`src/rtl/edge_event_arbiter.sv`:
```
// Multi-channel edge-event controller: synchronize, edge-detect, one-deep pending slot per channel,
// round-robin hand-off to a valid/ready port. Optional capture timestamps under EDGE_ARB_TIMESTAMP_EN.
module edge_event_arbiter #(
  parameter int N_CH        = 4,
  parameter int SYNC_STAGES = 2,
  parameter int TS_W        = 16
) (
  input  logic                    clk,
  input  logic                    rstn,
  input  logic [N_CH-1:0]         cin,
  input  logic [N_CH-1:0]         rise_en,
  input  logic [N_CH-1:0]         fall_en,
  input  logic [N_CH-1:0]         ovf_clr,
  output logic                    evt_valid,
  input  logic                    evt_ready,
  output logic [$clog2(N_CH)-1:0] evt_ch,
  output logic                    evt_rise,
`ifdef EDGE_ARB_TIMESTAMP_EN
  output logic [TS_W-1:0]         evt_ts,
`endif
  output logic [N_CH-1:0]         ovf
);

  localparam int CH_W  = $clog2(N_CH);
  localparam int ARM_W = $clog2(SYNC_STAGES + 2);
  // Detection compares two genuine post-release samples, so the first edge that may fire is SYNC_STAGES+2.
  localparam logic [ARM_W-1:0] ARM_DONE = ARM_W'(SYNC_STAGES + 1);

  logic [N_CH-1:0] sync_p0 [SYNC_STAGES];
  logic [N_CH-1:0] sync_out;
  logic [N_CH-1:0] prev_p1;
  logic [ARM_W-1:0] arm_cnt;
  logic            armed;

  logic [N_CH-1:0] pend_p2;
  logic [N_CH-1:0] rtype_p2;
  logic [CH_W-1:0] ptr;

  logic [N_CH-1:0] chg;
  logic [N_CH-1:0] new_evt;
  logic [N_CH-1:0] acc_mask;
  logic [N_CH-1:0] free_slot;
  logic [N_CH-1:0] store;
  logic [N_CH-1:0] lost;
  logic            accept;
  logic            load;
  logic [CH_W-1:0] base;
  logic [CH_W:0]   pick;
  logic            pick_found;
  logic [CH_W-1:0] pick_ch;

  function automatic logic [CH_W-1:0] wrap_inc(input logic [CH_W-1:0] ch);
    wrap_inc = (ch == CH_W'(N_CH - 1)) ? '0 : ch + 1'b1;
  endfunction

  // Returns {found, index} of the first request at or after base, wrapping modulo N_CH.
  function automatic logic [CH_W:0] rr_pick(input logic [N_CH-1:0] req, input logic [CH_W-1:0] base_ch);
    logic [2*N_CH-1:0] rot;
    int                sum;
    rot     = {req, req} >> base_ch;
    rr_pick = '0;
    for (int off = N_CH - 1; off >= 0; off--) begin
      sum = int'(base_ch) + off;
      if (sum >= N_CH) sum = sum - N_CH;
      if (rot[off]) rr_pick = {1'b1, CH_W'(sum)};
    end
  endfunction

  assign sync_out = sync_p0[SYNC_STAGES-1];
  assign armed    = (arm_cnt == ARM_DONE);

  // Stage p0/p1: synchronizer chain and previous-level register
  always_ff @(posedge clk or negedge rstn) begin
    if (!rstn) begin
      for (int s = 0; s < SYNC_STAGES; s++) sync_p0[s] <= '0;
      prev_p1 <= '0;
      arm_cnt <= '0;
    end else begin
      sync_p0[0] <= cin;
      for (int s = 1; s < SYNC_STAGES; s++) sync_p0[s] <= sync_p0[s-1];
      prev_p1 <= sync_out;
      if (!armed) arm_cnt <= arm_cnt + 1'b1;
    end
  end

  always_comb begin
    chg     = armed ? (sync_out ^ prev_p1) : '0;
    new_evt = (chg & sync_out & rise_en) | (chg & ~sync_out & fall_en);
    accept  = evt_valid & evt_ready;
    acc_mask = '0;
    for (int i = 0; i < N_CH; i++) acc_mask[i] = accept && (evt_ch == CH_W'(i));
    free_slot  = ~pend_p2 | acc_mask;
    store      = new_evt & free_slot;
    lost       = new_evt & ~free_slot;
    load       = !evt_valid || accept;
    base       = accept ? wrap_inc(evt_ch) : ptr;
    pick       = rr_pick(pend_p2 & ~acc_mask, base);
    pick_found = pick[CH_W];
    pick_ch    = pick[CH_W-1:0];
  end

`ifdef EDGE_ARB_TIMESTAMP_EN
  logic [TS_W-1:0] ts_cnt;
  logic [TS_W-1:0] ts_p2 [N_CH];

  always_ff @(posedge clk or negedge rstn) begin
    if (!rstn) begin
      ts_cnt <= '0;
      for (int i = 0; i < N_CH; i++) ts_p2[i] <= '0;
      evt_ts <= '0;
    end else begin
      ts_cnt <= ts_cnt + 1'b1;
      for (int i = 0; i < N_CH; i++) if (store[i]) ts_p2[i] <= ts_cnt;
      if (load && pick_found) evt_ts <= ts_p2[pick_ch];
    end
  end
`endif

  // Stage p2: pending slots, overflow flags, arbiter pointer and held output
  always_ff @(posedge clk or negedge rstn) begin
    if (!rstn) begin
      pend_p2   <= '0;
      rtype_p2  <= '0;
      ovf       <= '0;
      ptr       <= '0;
      evt_valid <= 1'b0;
      evt_ch    <= '0;
      evt_rise  <= 1'b0;
    end else begin
      pend_p2 <= (pend_p2 & ~acc_mask) | store;
      for (int i = 0; i < N_CH; i++) if (store[i]) rtype_p2[i] <= sync_out[i];
      ovf <= (ovf & ~ovf_clr) | lost;
      if (accept) ptr <= wrap_inc(evt_ch);
      if (load) begin
        evt_valid <= pick_found;
        if (pick_found) begin
          evt_ch   <= pick_ch;
          evt_rise <= rtype_p2[pick_ch];
        end
      end
    end
  end

endmodule

```
`config.mk`:
```
export PLATFORM = sky130hd
export DESIGN_NAME = edge_event_arbiter
export DESIGN_NICKNAME = d
export VERILOG_FILES = /design/src/rtl/edge_event_arbiter.sv
export SDC_FILE = /design/constraint.sdc
export NUM_CORES = 1
export LEC_CHECK = 0
export CAP_MARGIN = 5
export CORE_MARGIN = 4
export CORE_UTILIZATION = 40
export DETAILED_ROUTE_END_ITERATION = 8
export HOLD_SLACK_MARGIN = 0.03
export PLACE_DENSITY = 0.64
export SLEW_MARGIN = 20
export SYNTH_ARGS = -nofsm -noshare
export SYNTH_HDL_FRONTEND = slang
export SYNTH_SLANG_ARGS = --single-unit
```
`constraint.sdc`:
```
create_clock -name clk -period 2.7 [get_ports clk]
set_input_delay 0.54 -clock clk [delete_from_list [all_inputs] [get_ports clk]]
set_output_delay 0.54 -clock clk [all_outputs]
set_load 0.05 [all_outputs]
```
==> results.toml, run 1 <==
[pwr]
cellLeakagePower_nw = 0.766
power.density_nw_per_um2 = 986
ir_drop_mv = 0.378

[global_routing]
gr-total-overflow = 0
gr_util_all_layers = 0.136
first_global_vias = 968
antenna_found_initial = 0
grt_first_pass_wirelength_um = 4420
grt_start_max_net_pins = 33

[cts]
path_clk_slew_ps = 100
ctsHoldBuffers = 0
cts_inserted_buffers = 5
clock_tree_from_tritoncts = "done"
htree_levels = 2
cts_root_buffer = "sky130_fd_sc_hd__clkbuf_4"
clock_sink_count = 32
buffer_count_from_post_cts_setup_fixing = 0
cts.path.max_buffers = 2
clkLatencyLatePin_ps = 330
postCtsResizedCells = 0

[final_layout]
layout.nets = 175
antenna_cells = 0
final_cell_count_no_fill = 197
drive_gt1_frac = 0.139
final_util = 0.521
flow.area_growth_from_synthesis_pct = 25.5

[route]
via_count = 943
drc = 0
drt_pass1_iterations = 4
routed_wirelength_um = 2580
drtAntennaViolNets = 0
wirelength_per_cell_um = 13.1
vias_per_cell = 4.79
dr.first_iter.drc_count = 25

[synth]
yosys.cell_types.count = 30
synth.net_count = 143
postSynthRegisterBits = 32
synth_warnings = 0
netlist_area_um2 = 1390
post_synth.cell_area_avg_um2 = 11.6
seq_area_frac_synth = 0.578
gate_count_of_the_mapped_netlist = 119

[placed_design]
placement.setup.worst_slack_ps = 198
dpl.cell_count = 190
io_buffers = 26
routabilityCongestion = 0.836
dp_hpwl_um = 1980

[floorplanning]
die_boundary_height_um = 66.8
fp.coreArea_um2 = 3340
num_io_pins = 27
fp.dieArea_um2 = 4470
placement_rows = 21
start_util = 0.415
floorplan.die.width_um = 66.8

[timing]
maximum_clock_frequency_mhz = 441
final.hold.worst_slack_ps = 357
skew_ps = 15.0
report.final.hold_viol_count = 0
rel_slew_slack = 0.667
tns_ps = 0
setup_viol_count_final = 0
finalWorstSetupSlack_ps = 433
finalCritPeriodShare = 0.840
report.final.slew_viol_count = 0
final_critical_path_time_including_i_o_delays_and_setup_ps = 2270
worstMarginPinSlew_ps = 498
rsz0062_at_grt = "no"

[setup_path]
cp_max_fanout = 10
reg2reg_depth = 9
delay_of_the_slowest_cell_on_the_worst_path_ps = 870
cp_max_delay_cell = "sky130_fd_sc_hd__clkdlybuf4s50_1"
cp.buffers_inverters = 1
path_cells = "clkdlybuf4s50_1"
setup.worst_path.start_class = "register"
worst_ep_required_time_ps = 2160
worstSetupPathDepth = 1
critical-path-top-delay-family = "buffers and inverters"
arrival_ps = 1730
critical_path.endpoint_type = "output port"
worstSetupPathType = "register to output port"

[worst_hold_path]
hold_path.class = "register to register"
min_path_cells = 0

[status]
run_status = "complete, no violations"

[flow_run]
drv.max_cap_violation_count = 0
==> layout by cell type (no fill, tap or decap) <==
cell / Yosys / final
sky130_fd_sc_hd__a211oi_1: 1 / 1
sky130_fd_sc_hd__a21bo_1: 1 / 1
sky130_fd_sc_hd__a21oi_1: 4 / 4
sky130_fd_sc_hd__a311oi_2: 1 / 1
sky130_fd_sc_hd__and2_1: 2 / 2
sky130_fd_sc_hd__and2_4: 1 / 1
sky130_fd_sc_hd__and4_4: 1 / 1
sky130_fd_sc_hd__buf_4: 0 / 1
sky130_fd_sc_hd__clkbuf_4: 0 / 5
sky130_fd_sc_hd__clkdlybuf4s50_1: 0 / 26
sky130_fd_sc_hd__clkinv_2: 1 / 2
sky130_fd_sc_hd__clkinvlp_4: 0 / 1
sky130_fd_sc_hd__dfrtp_1: 32 / 32
sky130_fd_sc_hd__ha_1: 5 / 5
sky130_fd_sc_hd__inv_1: 9 / 9
sky130_fd_sc_hd__mux2_2: 5 / 5
sky130_fd_sc_hd__mux2i_1: 5 / 5
sky130_fd_sc_hd__nand2_1: 17 / 17
sky130_fd_sc_hd__nand2_2: 1 / 1
sky130_fd_sc_hd__nand2b_1: 1 / 1
sky130_fd_sc_hd__nand3_1: 3 / 3
sky130_fd_sc_hd__nand3_2: 2 / 2
sky130_fd_sc_hd__nand3b_1: 4 / 4
sky130_fd_sc_hd__nand4_1: 1 / 1
sky130_fd_sc_hd__nor2_1: 3 / 3
sky130_fd_sc_hd__nor3_1: 1 / 1
sky130_fd_sc_hd__o21ai_0: 7 / 7
sky130_fd_sc_hd__o21ai_1: 1 / 1
sky130_fd_sc_hd__o221ai_1: 1 / 1
sky130_fd_sc_hd__o22ai_1: 4 / 4
sky130_fd_sc_hd__o2bb2ai_2: 1 / 1
sky130_fd_sc_hd__or2b_1: 1 / 1
sky130_fd_sc_hd__xnor2_1: 1 / 1
==> sequential cells by signal, summed over array words and instances, names as in the netlist <==
name / flops
pend_p2: 4
arm_cnt: 2
ovf: 4
rtype_p2: 4
sync_p0: 4
ptr: 2
sync_out: 4
evt_valid: 1
evt_rise: 1
prev_p1: 4
evt_ch: 2
==> Yosys cell counts (all sizes together) <==
library cell	count	area, um^2
a311oi	1	15.0
nor2	3	11.3
ha	5	62.6
o22ai	4	25.0
o2bb2ai	1	15.0
o221ai	1	8.76
clkinv	1	5.00
nand2b	1	6.26
xnor2	1	8.76
a21oi	4	20.0
o21ai	8	40.0
and2	3	21.3
nand3	5	35.0
a211oi	1	7.51
mux2	5	56.3
or2b	1	7.51
nand4	1	6.26
dfrtp	32	801
inv	9	33.8
and4	1	11.3
nand3b	4	30.0
a21bo	1	10.0
nor3	1	5.00
nand2	18	70.1
buf	2	22.5
mux2i	5	50.1
==> final timing paths <==
kind / start / to / slack, ps
worst max register to register: evt_ch[0]$_DFFE_PN0P_ / evt_rise$_DFFE_PN0P_ / 740
worst min-delay path: sync_p0[6]$_DFF_PN0_ / sync_out[2]$_DFF_PN0_ / 360
min in group asynchronous: rstn / sync_p0[5]$_DFF_PN0_ / 590
worst max-delay path: evt_valid$_DFFE_PN0P_ / evt_valid / 430
worst min register to register: sync_p0[6]$_DFF_PN0_ / sync_out[2]$_DFF_PN0_ / 360
max in group asynchronous: rstn / evt_ch[0]$_DFFE_PN0P_ / 1810
==> layer usage <==
| metal | track usage | vias to the layer above | part of all wire | routed length, um |
|---|---|---|---|---|
| li1 | - | 474 | - | - |
| met1 | 0.178 | 445 | 0.47 | 1200 |
| met2 | 0.200 | 17 | 0.47 | 1200 |
| met3 | 0.0506 | 7 | 0.049 | 127 |
| met4 | 0.0609 | 0 | 0.018 | 47 |
| met5 | 0 | - | 0 | 0 |
==> power by group <==
part / leakage [nW] / switching [mW] / internal, mW
Sequential: 0.368 / 0.0813 / 0.606
Clock: 0.0271 / 0.156 / 0.0947
Combinational: 0.371 / 0.458 / 0.317
Total: 0.766 / 0.696 / 1.02
==> stage by stage <==
| stage | power, mW | area (um^2) |
|---|---|---|
| floorplan | 1.25 | 1390 |
| global placement | 1.47 | 1690 |
| detailed placement | 1.48 | 1690 |
| CTS | 1.74 | 1740 |
| global route | 1.84 | 1740 |
| finish | 1.71 | 1740 |
==> kinds of logic after synthesis <==
| kind of cell | after synthesis | share of synthesized area |
|---|---|---|
| AO/OA/AOI/OAI | 21 | 0.102 |
| XOR/XNOR | 1 | 0.00632 |
| adder cells (fa/ha/maj) | 5 | 0.0452 |
| buffers and inverters | 12 | 0.0443 |
| flip-flops | 32 | 0.578 |
| multiplexers | 10 | 0.0768 |
| AND/OR/NAND/NOR | 38 | 0.147 |
==> worst reg2reg max path: cells and delay by family, from the launching register on <==
family,cells,cell delay (ps)
buffers and inverters,2,160
and+or+nand+nor,2,280
adders and majority gates,1,300
muxes,1,180
DFF,1,420
AOI/OAI and AO/OA,3,500
==> final cells by class <==
| cell class | instances | area [um^2] |
|---|---|---|
| Clock inverter | 2 | 12.5 |
| Multi-Input combinational cell | 75 | 523 |
| Clock buffer | 5 | 37.5 |
| Fill cell | 314 | 1600 |
| Timing Repair Buffer | 27 | 268 |
| Sequential cell | 32 | 801 |
| Inverter | 10 | 38.8 |
| Tap cell | 46 | 57.6 |
Note: power is estimated with default switching activity, not from simulation.
==> run 2: changes to the inputs <==
- clock period: 2.7 -> 2.1 ns (I/O delays scaled with it)
==> run 2 against run 1 <==
Setup slack worse by 300 ps. Count of clock-buffer cells in the layout unchanged. Die area unchanged. Sequential share of layout area is 2.2 points lower. Via count increased by 2.5%. Largest cell class unchanged.
==> results.toml, run 2 (synthesis results as in run 1) <==
[timing]
finalCritPeriodShare = 0.937
rel_slew_slack = 0.667
finalWorstSetupSlack_ps = 133
report.final.hold_viol_count = 0
skew_ps = 14.0
maximum_clock_frequency_mhz = 508
rsz0062_at_grt = "no"
final_critical_path_time_including_i_o_delays_and_setup_ps = 1970
setup_viol_count_final = 0
worstMarginPinSlew_ps = 497
report.final.slew_viol_count = 0

[floorplanning]
floorplan.die.width_um = 66.8
die_boundary_height_um = 66.8
num_io_pins = 27
fp.coreArea_um2 = 3340
start_util = 0.415
fp.dieArea_um2 = 4470
placement_rows = 21

[pwr]
power.density_nw_per_um2 = 1340
fin_total_pwr_mw = 2.46
cellLeakagePower_nw = 0.825
ir_drop_mv = 0.493

[placed_design]
dpl.cell_count = 198
io_buffers = 26
routabilityCongestion = 0.811
dp_hpwl_um = 1990
placement.setup.worst_slack_ps = -244

[global_routing]
gr-total-overflow = 0
gr_util_all_layers = 0.136
first_global_vias = 1018
grt_start_max_net_pins = 33
antenna_found_initial = 0
grt_first_pass_wirelength_um = 4420

[setup_path]
reg2reg_slack_ps = 160
critical_path.endpoint_type = "output port"
worstSetupPathDepth = 1
cp.buffers_inverters = 1
delay_of_the_slowest_cell_on_the_worst_path_ps = 810
cp_max_delay_cell = "sky130_fd_sc_hd__clkdlybuf4s50_1"
setup.worst_path.start_class = "register"
worstSetupPathType = "register to output port"
regToRegStartpoint = "evt_ch[0]$_DFFE_PN0P_"
arrival_ps = 1550
path_cells = "clkdlybuf4s50_1"
worst_ep_required_time_ps = 1680
critical-path-top-delay-family = "buffers and inverters"
crit_path_end = "evt_ch[0]"
timing.critical_path.from = "evt_ch[0]$_DFFE_PN0P_"
reg2reg_depth = 9
reg2reg_to = "evt_rise$_DFFE_PN0P_"
cp_max_fanout = 5

[final_layout]
drive_gt1_frac = 0.206
final_cell_mix = "sky130_fd_sc_hd__dfrtp_1, sky130_fd_sc_hd__clkdlybuf4s50_1, sky130_fd_sc_hd__nand2_1"
flow.area_growth_from_synthesis_pct = 32.2
final_common_cell = "sky130_fd_sc_hd__dfrtp_1"
antenna_cells = 0
final_cell_count_no_fill = 206
layout.nets = 183

[route]
dr.first_iter.drc_count = 19
drc = 0
routed_wirelength_um = 2670
via_count = 967
wirelength_per_cell_um = 13.0
vias_per_cell = 4.69
drtAntennaViolNets = 0
drt_pass1_iterations = 4

[cts]
cts_root_buffer = "sky130_fd_sc_hd__clkbuf_4"
ctsHoldBuffers = 0
cts_inserted_buffers = 5
postCtsResizedCells = 0
clkLatencyLatePin_ps = 340
buffer_count_from_post_cts_setup_fixing = 0
clock_sink_count = 32
clock_tree_from_tritoncts = "done"
path_clk_slew_ps = 110
cts.path.max_buffers = 2
htree_levels = 2

[worst_hold_path]
min_path_cells = 0
hold_path.class = "register to register"

[status]
run_status = "complete, no violations"

[flow_run]
drv.max_cap_violation_count = 0
run 2: changes by cell type in the layout (fill, tap and decap cells not counted):
cell	delta
sky130_fd_sc_hd__clkdlybuf4s50_1	-2
sky130_fd_sc_hd__bufinv_16	+1
sky130_fd_sc_hd__buf_4	+9
sky130_fd_sc_hd__dfrtp_1	-2
sky130_fd_sc_hd__dfrtp_2	+2
sky130_fd_sc_hd__dlymetal6s2s_1	+1
run 2: where the power goes:
group	leakage [nW]	switching, mW	internal, mW
Combinational	0.418	0.611	0.492
Clock	0.0412	0.218	0.248
Sequential	0.366	0.108	0.782
run 2: final cells by class:
class / count / area [um^2]
clock inverters: 3 / 42.5
repair buffers: 35 / 328
multi-input cells: 75 / 523
clock buffers: 5 / 37.5
inverters: 10 / 38.8
flip-flops and latches: 32 / 803
well taps: 46 / 57.6
fillers: 315 / 1510
run 2: worst min path at each step:
stage / from / to
global placement: sync_p0[6]$_DFF_PN0_ / sync_out[2]$_DFF_PN0_
detailed placement: sync_p0[5]$_DFF_PN0_ / sync_out[1]$_DFF_PN0_
CTS: sync_p0[5]$_DFF_PN0_ / sync_out[1]$_DFF_PN0_
floorplan: rstn / arm_cnt[0]$_DFFE_PN0P_
global route: sync_p0[7]$_DFF_PN0_ / sync_out[3]$_DFF_PN0_
finish: sync_p0[5]$_DFF_PN0_ / sync_out[1]$_DFF_PN0_
run 2: metrics by stage:
stage | setup TNS (ps) | hold WS [ps] | util | instance area [um^2]
3_3_place_gp | -144 | 333 | 0.524 | 1750
2_1_floorplan | 0 | 124 | - | 1390
4_1_cts | 0 | 342 | 0.548 | 1830
5_1_grt | 0 | 367 | 0.549 | 1830
6_report | 0 | 341 | 0.549 | 1830
3_5_place_dp | -292 | 336 | 0.524 | 1750
run 2: layer usage:
metal / vias to the layer above / track usage / wire [um]
met4: 0 / 0.0685 / 49
met5: - / 0 / 0
met2: 19 / 0.222 / 1280
met3: 6 / 0.0472 / 121
met1: 453 / 0.159 / 1220
li1: 489 / - / -
